**config.mk**
```make
export PLATFORM = sky130hd
export DESIGN_NAME = des_round_engine_flat
export DESIGN_NICKNAME = d
export VERILOG_FILES = /design/src/rtl/des_round_engine_pkg.sv /design/src/rtl/des_round_engine_if.sv /design/src/rtl/des_round_engine_f_func.sv /design/src/rtl/des_round_engine.sv /design/src/flat_wrapper.sv
export SDC_FILE = /design/constraint.sdc
export NUM_CORES = 1
export LEC_CHECK = 0
export ABC_AREA = 1
export CAP_MARGIN = 0
export CORE_AREA = 2 2 352 354
export CTS_BUF_LIST = sky130_fd_sc_hd__clkbuf_16
export CTS_CLUSTER_DIAMETER = 50
export CTS_CLUSTER_SIZE = 28
export DETAILED_ROUTE_END_ITERATION = 10
export DIE_AREA = 0 0 354 356
export HOLD_SLACK_MARGIN = 0.12
export RECOVER_POWER = 25
export SLEW_MARGIN = 20
export SYNTH_ARGS = -nofsm -noshare
export SYNTH_HDL_FRONTEND = slang
export SYNTH_SLANG_ARGS = --single-unit
```
**constraint.sdc**
```tcl
create_clock -name clk -period 4.25 [get_ports clk]
set_input_delay 0.425 -clock clk [delete_from_list [all_inputs] [get_ports clk]]
set_output_delay 0.425 -clock clk [all_outputs]
set_load 0.1 [all_outputs]
```
**src/rtl/des_round_engine_pkg.sv**
```systemverilog
// DES constants, permutation and S-box tables, FSM state type and bit-level helpers.
// Table entries use 1-based DES numbering; DES bit n of a w-bit word sits at index w-n.
package des_pkg;

    localparam int BLOCK_W  = 64;
    localparam int HALF_W   = 32;
    localparam int SUBKEY_W = 48;
    localparam int ROUNDS   = 16;

    typedef enum logic [1:0] {
        IDLE   = 2'd0,
        ROUND  = 2'd1,
        FINISH = 2'd2
    } state_t;

    localparam int IP_T [64] = '{
        58, 50, 42, 34, 26, 18, 10, 2,
        60, 52, 44, 36, 28, 20, 12, 4,
        62, 54, 46, 38, 30, 22, 14, 6,
        64, 56, 48, 40, 32, 24, 16, 8,
        57, 49, 41, 33, 25, 17,  9, 1,
        59, 51, 43, 35, 27, 19, 11, 3,
        61, 53, 45, 37, 29, 21, 13, 5,
        63, 55, 47, 39, 31, 23, 15, 7
    };

    localparam int FP_T [64] = '{
        40, 8, 48, 16, 56, 24, 64, 32,
        39, 7, 47, 15, 55, 23, 63, 31,
        38, 6, 46, 14, 54, 22, 62, 30,
        37, 5, 45, 13, 53, 21, 61, 29,
        36, 4, 44, 12, 52, 20, 60, 28,
        35, 3, 43, 11, 51, 19, 59, 27,
        34, 2, 42, 10, 50, 18, 58, 26,
        33, 1, 41,  9, 49, 17, 57, 25
    };

    localparam int E_T [48] = '{
        32,  1,  2,  3,  4,  5,
         4,  5,  6,  7,  8,  9,
         8,  9, 10, 11, 12, 13,
        12, 13, 14, 15, 16, 17,
        16, 17, 18, 19, 20, 21,
        20, 21, 22, 23, 24, 25,
        24, 25, 26, 27, 28, 29,
        28, 29, 30, 31, 32,  1
    };

    localparam int P_T [32] = '{
        16,  7, 20, 21, 29, 12, 28, 17,
         1, 15, 23, 26,  5, 18, 31, 10,
         2,  8, 24, 14, 32, 27,  3,  9,
        19, 13, 30,  6, 22, 11,  4, 25
    };

    // Each S-box is stored row-major: entry = row*16 + column.
    localparam logic [3:0] SBOX_T [8][64] = '{
        '{4'd14, 4'd4, 4'd13, 4'd1, 4'd2, 4'd15, 4'd11, 4'd8, 4'd3, 4'd10, 4'd6, 4'd12, 4'd5, 4'd9, 4'd0, 4'd7,
          4'd0, 4'd15, 4'd7, 4'd4, 4'd14, 4'd2, 4'd13, 4'd1, 4'd10, 4'd6, 4'd12, 4'd11, 4'd9, 4'd5, 4'd3, 4'd8,
          4'd4, 4'd1, 4'd14, 4'd8, 4'd13, 4'd6, 4'd2, 4'd11, 4'd15, 4'd12, 4'd9, 4'd7, 4'd3, 4'd10, 4'd5, 4'd0,
          4'd15, 4'd12, 4'd8, 4'd2, 4'd4, 4'd9, 4'd1, 4'd7, 4'd5, 4'd11, 4'd3, 4'd14, 4'd10, 4'd0, 4'd6, 4'd13},
        '{4'd15, 4'd1, 4'd8, 4'd14, 4'd6, 4'd11, 4'd3, 4'd4, 4'd9, 4'd7, 4'd2, 4'd13, 4'd12, 4'd0, 4'd5, 4'd10,
          4'd3, 4'd13, 4'd4, 4'd7, 4'd15, 4'd2, 4'd8, 4'd14, 4'd12, 4'd0, 4'd1, 4'd10, 4'd6, 4'd9, 4'd11, 4'd5,
          4'd0, 4'd14, 4'd7, 4'd11, 4'd10, 4'd4, 4'd13, 4'd1, 4'd5, 4'd8, 4'd12, 4'd6, 4'd9, 4'd3, 4'd2, 4'd15,
          4'd13, 4'd8, 4'd10, 4'd1, 4'd3, 4'd15, 4'd4, 4'd2, 4'd11, 4'd6, 4'd7, 4'd12, 4'd0, 4'd5, 4'd14, 4'd9},
        '{4'd10, 4'd0, 4'd9, 4'd14, 4'd6, 4'd3, 4'd15, 4'd5, 4'd1, 4'd13, 4'd12, 4'd7, 4'd11, 4'd4, 4'd2, 4'd8,
          4'd13, 4'd7, 4'd0, 4'd9, 4'd3, 4'd4, 4'd6, 4'd10, 4'd2, 4'd8, 4'd5, 4'd14, 4'd12, 4'd11, 4'd15, 4'd1,
          4'd13, 4'd6, 4'd4, 4'd9, 4'd8, 4'd15, 4'd3, 4'd0, 4'd11, 4'd1, 4'd2, 4'd12, 4'd5, 4'd10, 4'd14, 4'd7,
          4'd1, 4'd10, 4'd13, 4'd0, 4'd6, 4'd9, 4'd8, 4'd7, 4'd4, 4'd15, 4'd14, 4'd3, 4'd11, 4'd5, 4'd2, 4'd12},
        '{4'd7, 4'd13, 4'd14, 4'd3, 4'd0, 4'd6, 4'd9, 4'd10, 4'd1, 4'd2, 4'd8, 4'd5, 4'd11, 4'd12, 4'd4, 4'd15,
          4'd13, 4'd8, 4'd11, 4'd5, 4'd6, 4'd15, 4'd0, 4'd3, 4'd4, 4'd7, 4'd2, 4'd12, 4'd1, 4'd10, 4'd14, 4'd9,
          4'd10, 4'd6, 4'd9, 4'd0, 4'd12, 4'd11, 4'd7, 4'd13, 4'd15, 4'd1, 4'd3, 4'd14, 4'd5, 4'd2, 4'd8, 4'd4,
          4'd3, 4'd15, 4'd0, 4'd6, 4'd10, 4'd1, 4'd13, 4'd8, 4'd9, 4'd4, 4'd5, 4'd11, 4'd12, 4'd7, 4'd2, 4'd14},
        '{4'd2, 4'd12, 4'd4, 4'd1, 4'd7, 4'd10, 4'd11, 4'd6, 4'd8, 4'd5, 4'd3, 4'd15, 4'd13, 4'd0, 4'd14, 4'd9,
          4'd14, 4'd11, 4'd2, 4'd12, 4'd4, 4'd7, 4'd13, 4'd1, 4'd5, 4'd0, 4'd15, 4'd10, 4'd3, 4'd9, 4'd8, 4'd6,
          4'd4, 4'd2, 4'd1, 4'd11, 4'd10, 4'd13, 4'd7, 4'd8, 4'd15, 4'd9, 4'd12, 4'd5, 4'd6, 4'd3, 4'd0, 4'd14,
          4'd11, 4'd8, 4'd12, 4'd7, 4'd1, 4'd14, 4'd2, 4'd13, 4'd6, 4'd15, 4'd0, 4'd9, 4'd10, 4'd4, 4'd5, 4'd3},
        '{4'd12, 4'd1, 4'd10, 4'd15, 4'd9, 4'd2, 4'd6, 4'd8, 4'd0, 4'd13, 4'd3, 4'd4, 4'd14, 4'd7, 4'd5, 4'd11,
          4'd10, 4'd15, 4'd4, 4'd2, 4'd7, 4'd12, 4'd9, 4'd5, 4'd6, 4'd1, 4'd13, 4'd14, 4'd0, 4'd11, 4'd3, 4'd8,
          4'd9, 4'd14, 4'd15, 4'd5, 4'd2, 4'd8, 4'd12, 4'd3, 4'd7, 4'd0, 4'd4, 4'd10, 4'd1, 4'd13, 4'd11, 4'd6,
          4'd4, 4'd3, 4'd2, 4'd12, 4'd9, 4'd5, 4'd15, 4'd10, 4'd11, 4'd14, 4'd1, 4'd7, 4'd6, 4'd0, 4'd8, 4'd13},
        '{4'd4, 4'd11, 4'd2, 4'd14, 4'd15, 4'd0, 4'd8, 4'd13, 4'd3, 4'd12, 4'd9, 4'd7, 4'd5, 4'd10, 4'd6, 4'd1,
          4'd13, 4'd0, 4'd11, 4'd7, 4'd4, 4'd9, 4'd1, 4'd10, 4'd14, 4'd3, 4'd5, 4'd12, 4'd2, 4'd15, 4'd8, 4'd6,
          4'd1, 4'd4, 4'd11, 4'd13, 4'd12, 4'd3, 4'd7, 4'd14, 4'd10, 4'd15, 4'd6, 4'd8, 4'd0, 4'd5, 4'd9, 4'd2,
          4'd6, 4'd11, 4'd13, 4'd8, 4'd1, 4'd4, 4'd10, 4'd7, 4'd9, 4'd5, 4'd0, 4'd15, 4'd14, 4'd2, 4'd3, 4'd12},
        '{4'd13, 4'd2, 4'd8, 4'd4, 4'd6, 4'd15, 4'd11, 4'd1, 4'd10, 4'd9, 4'd3, 4'd14, 4'd5, 4'd0, 4'd12, 4'd7,
          4'd1, 4'd15, 4'd13, 4'd8, 4'd10, 4'd3, 4'd7, 4'd4, 4'd12, 4'd5, 4'd6, 4'd11, 4'd0, 4'd14, 4'd9, 4'd2,
          4'd7, 4'd11, 4'd4, 4'd1, 4'd9, 4'd12, 4'd14, 4'd2, 4'd0, 4'd6, 4'd10, 4'd13, 4'd15, 4'd3, 4'd5, 4'd8,
          4'd2, 4'd1, 4'd14, 4'd7, 4'd4, 4'd10, 4'd8, 4'd13, 4'd15, 4'd12, 4'd9, 4'd0, 4'd3, 4'd5, 4'd6, 4'd11}
    };

    function automatic logic [63:0] ip_perm(input logic [63:0] d);
        logic [63:0] o;
        for (int j = 0; j < 64; j++) o[6'(63 - j)] = d[6'(64 - IP_T[j])];
        return o;
    endfunction

    function automatic logic [63:0] fp_perm(input logic [63:0] d);
        logic [63:0] o;
        for (int j = 0; j < 64; j++) o[6'(63 - j)] = d[6'(64 - FP_T[j])];
        return o;
    endfunction

    function automatic logic [47:0] e_expand(input logic [31:0] r);
        logic [47:0] o;
        for (int j = 0; j < 48; j++) o[6'(47 - j)] = r[5'(32 - E_T[j])];
        return o;
    endfunction

    function automatic logic [31:0] p_perm(input logic [31:0] d);
        logic [31:0] o;
        for (int j = 0; j < 32; j++) o[5'(31 - j)] = d[5'(32 - P_T[j])];
        return o;
    endfunction

    // Row comes from the outer two bits, column from the inner four.
    function automatic logic [3:0] sbox(input logic [2:0] n, input logic [5:0] b);
        return SBOX_T[n][{b[5], b[0], b[4:1]}];
    endfunction

endpackage

```
**src/rtl/des_round_engine_if.sv**
```systemverilog
// Block handshake between the DES round engine and its upstream/downstream controller.
interface des_round_engine_if;
    import des_pkg::*;

    logic               start;
    logic               decrypt;
    logic [BLOCK_W-1:0] data_in;
    logic [BLOCK_W-1:0] data_out;
    logic               busy;
    logic               done;

    modport master (output start, decrypt, data_in, input data_out, busy, done);
    modport slave  (input start, decrypt, data_in, output data_out, busy, done);
endinterface

```
**src/rtl/des_round_engine_f_func.sv**
```systemverilog
// DES Feistel function f(R,K): expand, key mix, S-box substitution, P permutation.
module des_f_func
    import des_pkg::*;
(
    input  logic [HALF_W-1:0]   r,
    input  logic [SUBKEY_W-1:0] k,
    output logic [HALF_W-1:0]   f_out
);

    logic [SUBKEY_W-1:0] x;
    logic [HALF_W-1:0]   s_out;

    always_comb begin
        x     = e_expand(r) ^ k;
        s_out = '0;
        // S1 consumes the most significant six bits and yields the top nibble.
        for (int i = 0; i < 8; i++) begin
            s_out[4*(7-i) +: 4] = sbox(3'(i), x[6*(7-i) +: 6]);
        end
        f_out = p_perm(s_out);
    end

endmodule

```
**src/rtl/des_round_engine.sv**
```systemverilog
// Iterative DES engine: one Feistel round per clock, start/busy/done handshake.
// Build option DES_KEY_LATCH_EN: capture all 16 subkeys when a block is accepted.
module des_round_engine
    import des_pkg::*;
(
    input  logic                clk,
    input  logic                rst,
    des_round_engine_if.slave   bus,
    input  logic [SUBKEY_W-1:0] key1,
    input  logic [SUBKEY_W-1:0] key2,
    input  logic [SUBKEY_W-1:0] key3,
    input  logic [SUBKEY_W-1:0] key4,
    input  logic [SUBKEY_W-1:0] key5,
    input  logic [SUBKEY_W-1:0] key6,
    input  logic [SUBKEY_W-1:0] key7,
    input  logic [SUBKEY_W-1:0] key8,
    input  logic [SUBKEY_W-1:0] key9,
    input  logic [SUBKEY_W-1:0] key10,
    input  logic [SUBKEY_W-1:0] key11,
    input  logic [SUBKEY_W-1:0] key12,
    input  logic [SUBKEY_W-1:0] key13,
    input  logic [SUBKEY_W-1:0] key14,
    input  logic [SUBKEY_W-1:0] key15,
    input  logic [SUBKEY_W-1:0] key16
);

    state_t              state;
    logic [4:0]          cnt;
    logic                dec_q;
    logic [HALF_W-1:0]   l_q;
    logic [HALF_W-1:0]   r_q;
    logic [BLOCK_W-1:0]  data_out_q;
    logic                busy_q;
    logic                done_q;

    logic [SUBKEY_W-1:0] key_live [ROUNDS];
    logic [3:0]          key_idx;
    logic [SUBKEY_W-1:0] round_key;
    logic [HALF_W-1:0]   f_val;
    logic [BLOCK_W-1:0]  ip_in;

    assign key_live[0]  = key1;
    assign key_live[1]  = key2;
    assign key_live[2]  = key3;
    assign key_live[3]  = key4;
    assign key_live[4]  = key5;
    assign key_live[5]  = key6;
    assign key_live[6]  = key7;
    assign key_live[7]  = key8;
    assign key_live[8]  = key9;
    assign key_live[9]  = key10;
    assign key_live[10] = key11;
    assign key_live[11] = key12;
    assign key_live[12] = key13;
    assign key_live[13] = key14;
    assign key_live[14] = key15;
    assign key_live[15] = key16;

    // cnt runs 1..16; 4-bit wraparound maps it to key n-1 (encrypt) or 16-n (decrypt).
    assign key_idx = dec_q ? (4'd0 - cnt[3:0]) : (cnt[3:0] - 4'd1);

`ifdef DES_KEY_LATCH_EN
    logic [SUBKEY_W-1:0] key_bank [ROUNDS];

    always_ff @(posedge clk) begin
        if (rst) begin
            for (int i = 0; i < ROUNDS; i++) key_bank[i] <= '0;
        end else if (state == IDLE && bus.start) begin
            for (int i = 0; i < ROUNDS; i++) key_bank[i] <= key_live[i];
        end
    end

    assign round_key = key_bank[key_idx];
`else
    assign round_key = key_live[key_idx];
`endif

    des_f_func u_f_func (
        .r     (r_q),
        .k     (round_key),
        .f_out (f_val)
    );

    assign ip_in = ip_perm(bus.data_in);

    always_ff @(posedge clk) begin
        if (rst) begin
            state      <= IDLE;
            cnt        <= '0;
            dec_q      <= 1'b0;
            l_q        <= '0;
            r_q        <= '0;
            data_out_q <= '0;
            busy_q     <= 1'b0;
            done_q     <= 1'b0;
        end else begin
            case (state)
                IDLE: begin
                    done_q <= 1'b0;
                    if (bus.start) begin
                        dec_q  <= bus.decrypt;
                        l_q    <= ip_in[BLOCK_W-1:HALF_W];
                        r_q    <= ip_in[HALF_W-1:0];
                        cnt    <= 5'd1;
                        busy_q <= 1'b1;
                        state  <= ROUND;
                    end
                end
                ROUND: begin
                    l_q <= r_q;
                    r_q <= l_q ^ f_val;
                    cnt <= cnt + 5'd1;
                    if (cnt == 5'(ROUNDS)) state <= FINISH;
                end
                FINISH: begin
                    // Halves are swapped after the last round before FP.
                    data_out_q <= fp_perm({r_q, l_q});
                    done_q     <= 1'b1;
                    busy_q     <= 1'b0;
                    cnt        <= '0;
                    state      <= IDLE;
                end
                default: begin
                    state <= IDLE;
                end
            endcase
        end
    end

    assign bus.data_out = data_out_q;
    assign bus.busy     = busy_q;
    assign bus.done     = done_q;

endmodule

```
**src/flat_wrapper.sv**
```systemverilog
// flat-port wrapper written by rule: the top's interface ports become plain ports
module des_round_engine_flat import des_pkg::*;
  (clk, rst, key1, key2, key3, key4, key5, key6, key7, key8, key9, key10, key11, key12, key13, key14, key15, key16, bus_start, bus_decrypt, bus_data_in, bus_data_out, bus_busy, bus_done);
  des_round_engine_if bus_i ();
  input  logic clk;
  input  logic rst;
  input  logic [SUBKEY_W-1:0] key1;
  input  logic [SUBKEY_W-1:0] key2;
  input  logic [SUBKEY_W-1:0] key3;
  input  logic [SUBKEY_W-1:0] key4;
  input  logic [SUBKEY_W-1:0] key5;
  input  logic [SUBKEY_W-1:0] key6;
  input  logic [SUBKEY_W-1:0] key7;
  input  logic [SUBKEY_W-1:0] key8;
  input  logic [SUBKEY_W-1:0] key9;
  input  logic [SUBKEY_W-1:0] key10;
  input  logic [SUBKEY_W-1:0] key11;
  input  logic [SUBKEY_W-1:0] key12;
  input  logic [SUBKEY_W-1:0] key13;
  input  logic [SUBKEY_W-1:0] key14;
  input  logic [SUBKEY_W-1:0] key15;
  input  logic [SUBKEY_W-1:0] key16;
  input wire logic [$bits(bus_i.start)-1:0] bus_start;
  input wire logic [$bits(bus_i.decrypt)-1:0] bus_decrypt;
  input wire logic [$bits(bus_i.data_in)-1:0] bus_data_in;
  output wire logic [$bits(bus_i.data_out)-1:0] bus_data_out;
  output wire logic [$bits(bus_i.busy)-1:0] bus_busy;
  output wire logic [$bits(bus_i.done)-1:0] bus_done;
  assign bus_i.start = bus_start;
  assign bus_i.decrypt = bus_decrypt;
  assign bus_i.data_in = bus_data_in;
  assign bus_data_out = bus_i.data_out;
  assign bus_busy = bus_i.busy;
  assign bus_done = bus_i.done;
  des_round_engine u_core (.clk(clk), .rst(rst), .bus(bus_i), .key1(key1), .key2(key2), .key3(key3), .key4(key4), .key5(key5), .key6(key6), .key7(key7), .key8(key8), .key9(key9), .key10(key10), .key11(key11), .key12(key12), .key13(key13), .key14(key14), .key15(key15), .key16(key16));
endmodule
```
==> results.py <==
metrics = {
    "global_route": {
        "grt_max_degree": 57,
        "grt_pass1_wl_um": 81800,
        "grt_use_total": 0.0947,
        "antenna_found_initial": 55,
        "grt_pass1_vias": 9981,
        "grt_remaining_overflow": 0,
    },
    "finish": {
        "final_common_cell": "nand2_1",
        "drive_above_1_share": 0.0511,
        "layout_common_cells": "504 x nand2_1, 414 x nand3_1, 380 x clkdlybuf4s50_1",
        "final_cells": 3406,
        "nNetsFinal": 2619,
        "syn_to_final_growth_pct": 77.5,
    },
    "die": {
        "io_pins": 902,
        "die_w_um": 354,
        "fp-row-count": 129,
        "initial_core_util": 0.0632,
        "dieHeight_um": 356,
        "core_sq_um": 123000,
        "dieArea_sq_um": 126000,
    },
    "synthesis": {
        "ys.flop_type": "dfxtp_1",
        "yosys-top-cells-area": "nand3_1 27%, nand2_1 24%, dfxtp_1 17%",
        "yosys_register_bits": 66,
        "synth_edf_count": 0,
        "synth_top_area_share": 0.269,
        "synth_area_leader_cell": "nand3_1",
        "ys_seq_area_frac": 0.170,
        "syn_inst": 1402,
        "yosysUniqueCellTypes": 35,
        "postSynthAreaPerCell_sq_um": 5.53,
        "async_flop_share": 0,
        "yosysWarnings": 0,
        "mappedNetlistArea_sq_um": 7750,
    },
    "setup_path": {
        "crit_path_end_kind": "register",
        "cpPeakStageDelay_ns": 0.46,
        "setup.worst_path.class": "reg -> reg",
        "cp_slowest_cell": "dfxtp_1",
        "arrival_ns": 4.23,
        "cp_max_fo": 26,
        "critPathLaunchType": "register",
        "worst_ep_required_time_ns": 4.52,
    },
    "sta": {
        "tightest_slew_ns": 1.28,
        "min_period_over_period": 0.934,
        "finalSetupViolCount": 0,
        "slew_headroom": 0.148,
        "finalMaxSlewViolations": 0,
        "fin_setup_tns_ns": 0,
        "skew_ns": 0.0144,
        "rsz0062_at_grt": "false",
        "finalWorstPathRequiredPeriod_ns": 3.97,
        "hold_viol": 0,
        "fmax_mhz": 252,
        "whs_ns": 0.466,
    },
    "cts": {
        "cts-root-buf": "clkbuf_16",
        "clock_sink_count": 66,
        "clk_pin_slew_ns": 0.06,
        "cts.path.max_buffers": 2,
        "clk_latency_ns": 0.34,
        "cts-buffers-inserted": 9,
        "post_cts_buffers": 0,
        "cts-htree-levels": 3,
        "cts_tree": "yes",
    },
    "power_and_ir_drop": {
        "p_total_mw": 12.4,
        "power.leakage_nw": 5.37,
        "ir_drop_uv": 427,
        "power.density_nw_per_um2": 904,
    },
    "routing": {
        "avgRoutedWirePerCell_um": 18.3,
        "drc": 0,
        "drtIter0Drc": 953,
        "via_count": 10782,
        "dr.pass1.iters": 5,
        "viasPerCell": 3.17,
        "drt-total-wl_um": 62500,
        "antenna_left": 0,
    },
    "place": {
        "port_buffers": 389,
        "placedCellCount": 3383,
        "place_congestion": 0.853,
        "dp_hpwl_um": 53200,
    },
    "job": {
        "cap_viol_max_count": 0,
    },
    "status": {
        "status": "completed",
    },
    "worst_hold_path": {
        "hp-class": "reg -> reg",
    },
}
==> report_power, final <==
part | switching, mW | leakage, nW | internal, mW
Combinational | 7.50 | 4.69 | 3.19
Sequential | 0.162 | 0.540 | 0.814
Clock | 0.310 | 0.144 | 0.459
==> timing repair <==
action,4_1_cts,5_1_grt
hold buffers,0,0
gates resized for setup,0,5
endpoints found under the setup margin,0,4
==> through the flow <==
| stage | utilization | worst slack, ns | instance area (sq um) |
|---|---|---|---|
| 6_report | 0.112 | 0.281 | 13800 |
| 5_1_grt | 0.112 | 0.00973 | 13800 |
| 4_1_cts | 0.112 | 0.0917 | 13800 |
| 3_5_place_dp | 0.110 | 0.120 | 13400 |
| 3_3_place_gp | 0.110 | 0.103 | 13400 |
| 2_1_floorplan | - | 1.31 | 7930 |
==> cells by family (layout without fill, tap and decap cells) <==
group | Yosys count | after routing | share of synthesized area
simple gates | 1009 | 1009 | 0.568
buf+inv | 198 | 511 | 0.144
xor+xnor | 5 | 5 | 0.00759
other cells | 1 | 55 | 0.000484
fa+ha+maj | 26 | 26 | 0.0420
flops | 66 | 66 | 0.170
compound gates | 97 | 97 | 0.0673
==> layer usage <==
metal / GRT usage / part of all wire
met1: 0.130 / 0.47
met2: 0.140 / 0.41
met3: 0.0401 / 0.11
met4: 0.0131 / 0.0096
met5: 0 / 0.0040
==> Yosys cell counts, types with 2 or more instances <==
master / count
a21oi_1: 42
buf_1: 3
buf_2: 39
buf_4: 66
buf_6: 10
clkbuf_1: 16
dfxtp_1: 66
ha_1: 26
inv_1: 59
inv_2: 5
nand2_1: 505
nand2_2: 16
nand2_4: 2
nand3_1: 417
nand3_2: 2
nand3b_1: 2
nand4_1: 2
nor2_1: 55
nor3_1: 4
o211ai_1: 8
o21ai_0: 42
xor2_1: 2
==> critical path: cells and delay by family, from the launching register on <==
kind                       cells  cell delay, ns
and+or+nand+nor               16            1.90
buffers and inverters          6            0.76
adders and majority gates      2            0.58
DFF                            1            0.46
AOI/OAI and AO/OA              1            0.15
==> worst paths after layout <==
path | start | endpoint | slack [ns] | cells past startpoint
worst min-delay path | u_core.r_q[29]$_SDFFE_PP0P_ | u_core.r_q[29]$_SDFFE_PP0P_ | 0.47 | 2
worst max-delay path | u_core.cnt[0]$_SDFFE_PP0P_ | u_core.r_q[10]$_SDFFE_PP0P_ | 0.28 | 25
worst max register to register | u_core.cnt[0]$_SDFFE_PP0P_ | u_core.r_q[10]$_SDFFE_PP0P_ | 0.28 | 25
worst min register to register | u_core.r_q[29]$_SDFFE_PP0P_ | u_core.r_q[29]$_SDFFE_PP0P_ | 0.47 | 2
==> state kept, by name, indices dropped and copies added (netlist names) <==
register	flops
u_core.l_q	20
u_core.r_q	20
u_core.bus.data_out	16
u_core.cnt	5
u_core.state	2
u_core.bus.busy	1
u_core.bus.done	1
u_core.dec_q	1
==> layout make-up <==
cell class,count,area (sq um)
clock buffer,9,225
timing repair buffer,431,4270
tap,1637,2050
multi-input combinational,1185,5550
fill,14350,109000
clock inverter,7,78.8
inverter,64,243
antenna,7,17.5
sequential,66,1320
No activity file was read; power rests on OpenSTA's default activity.
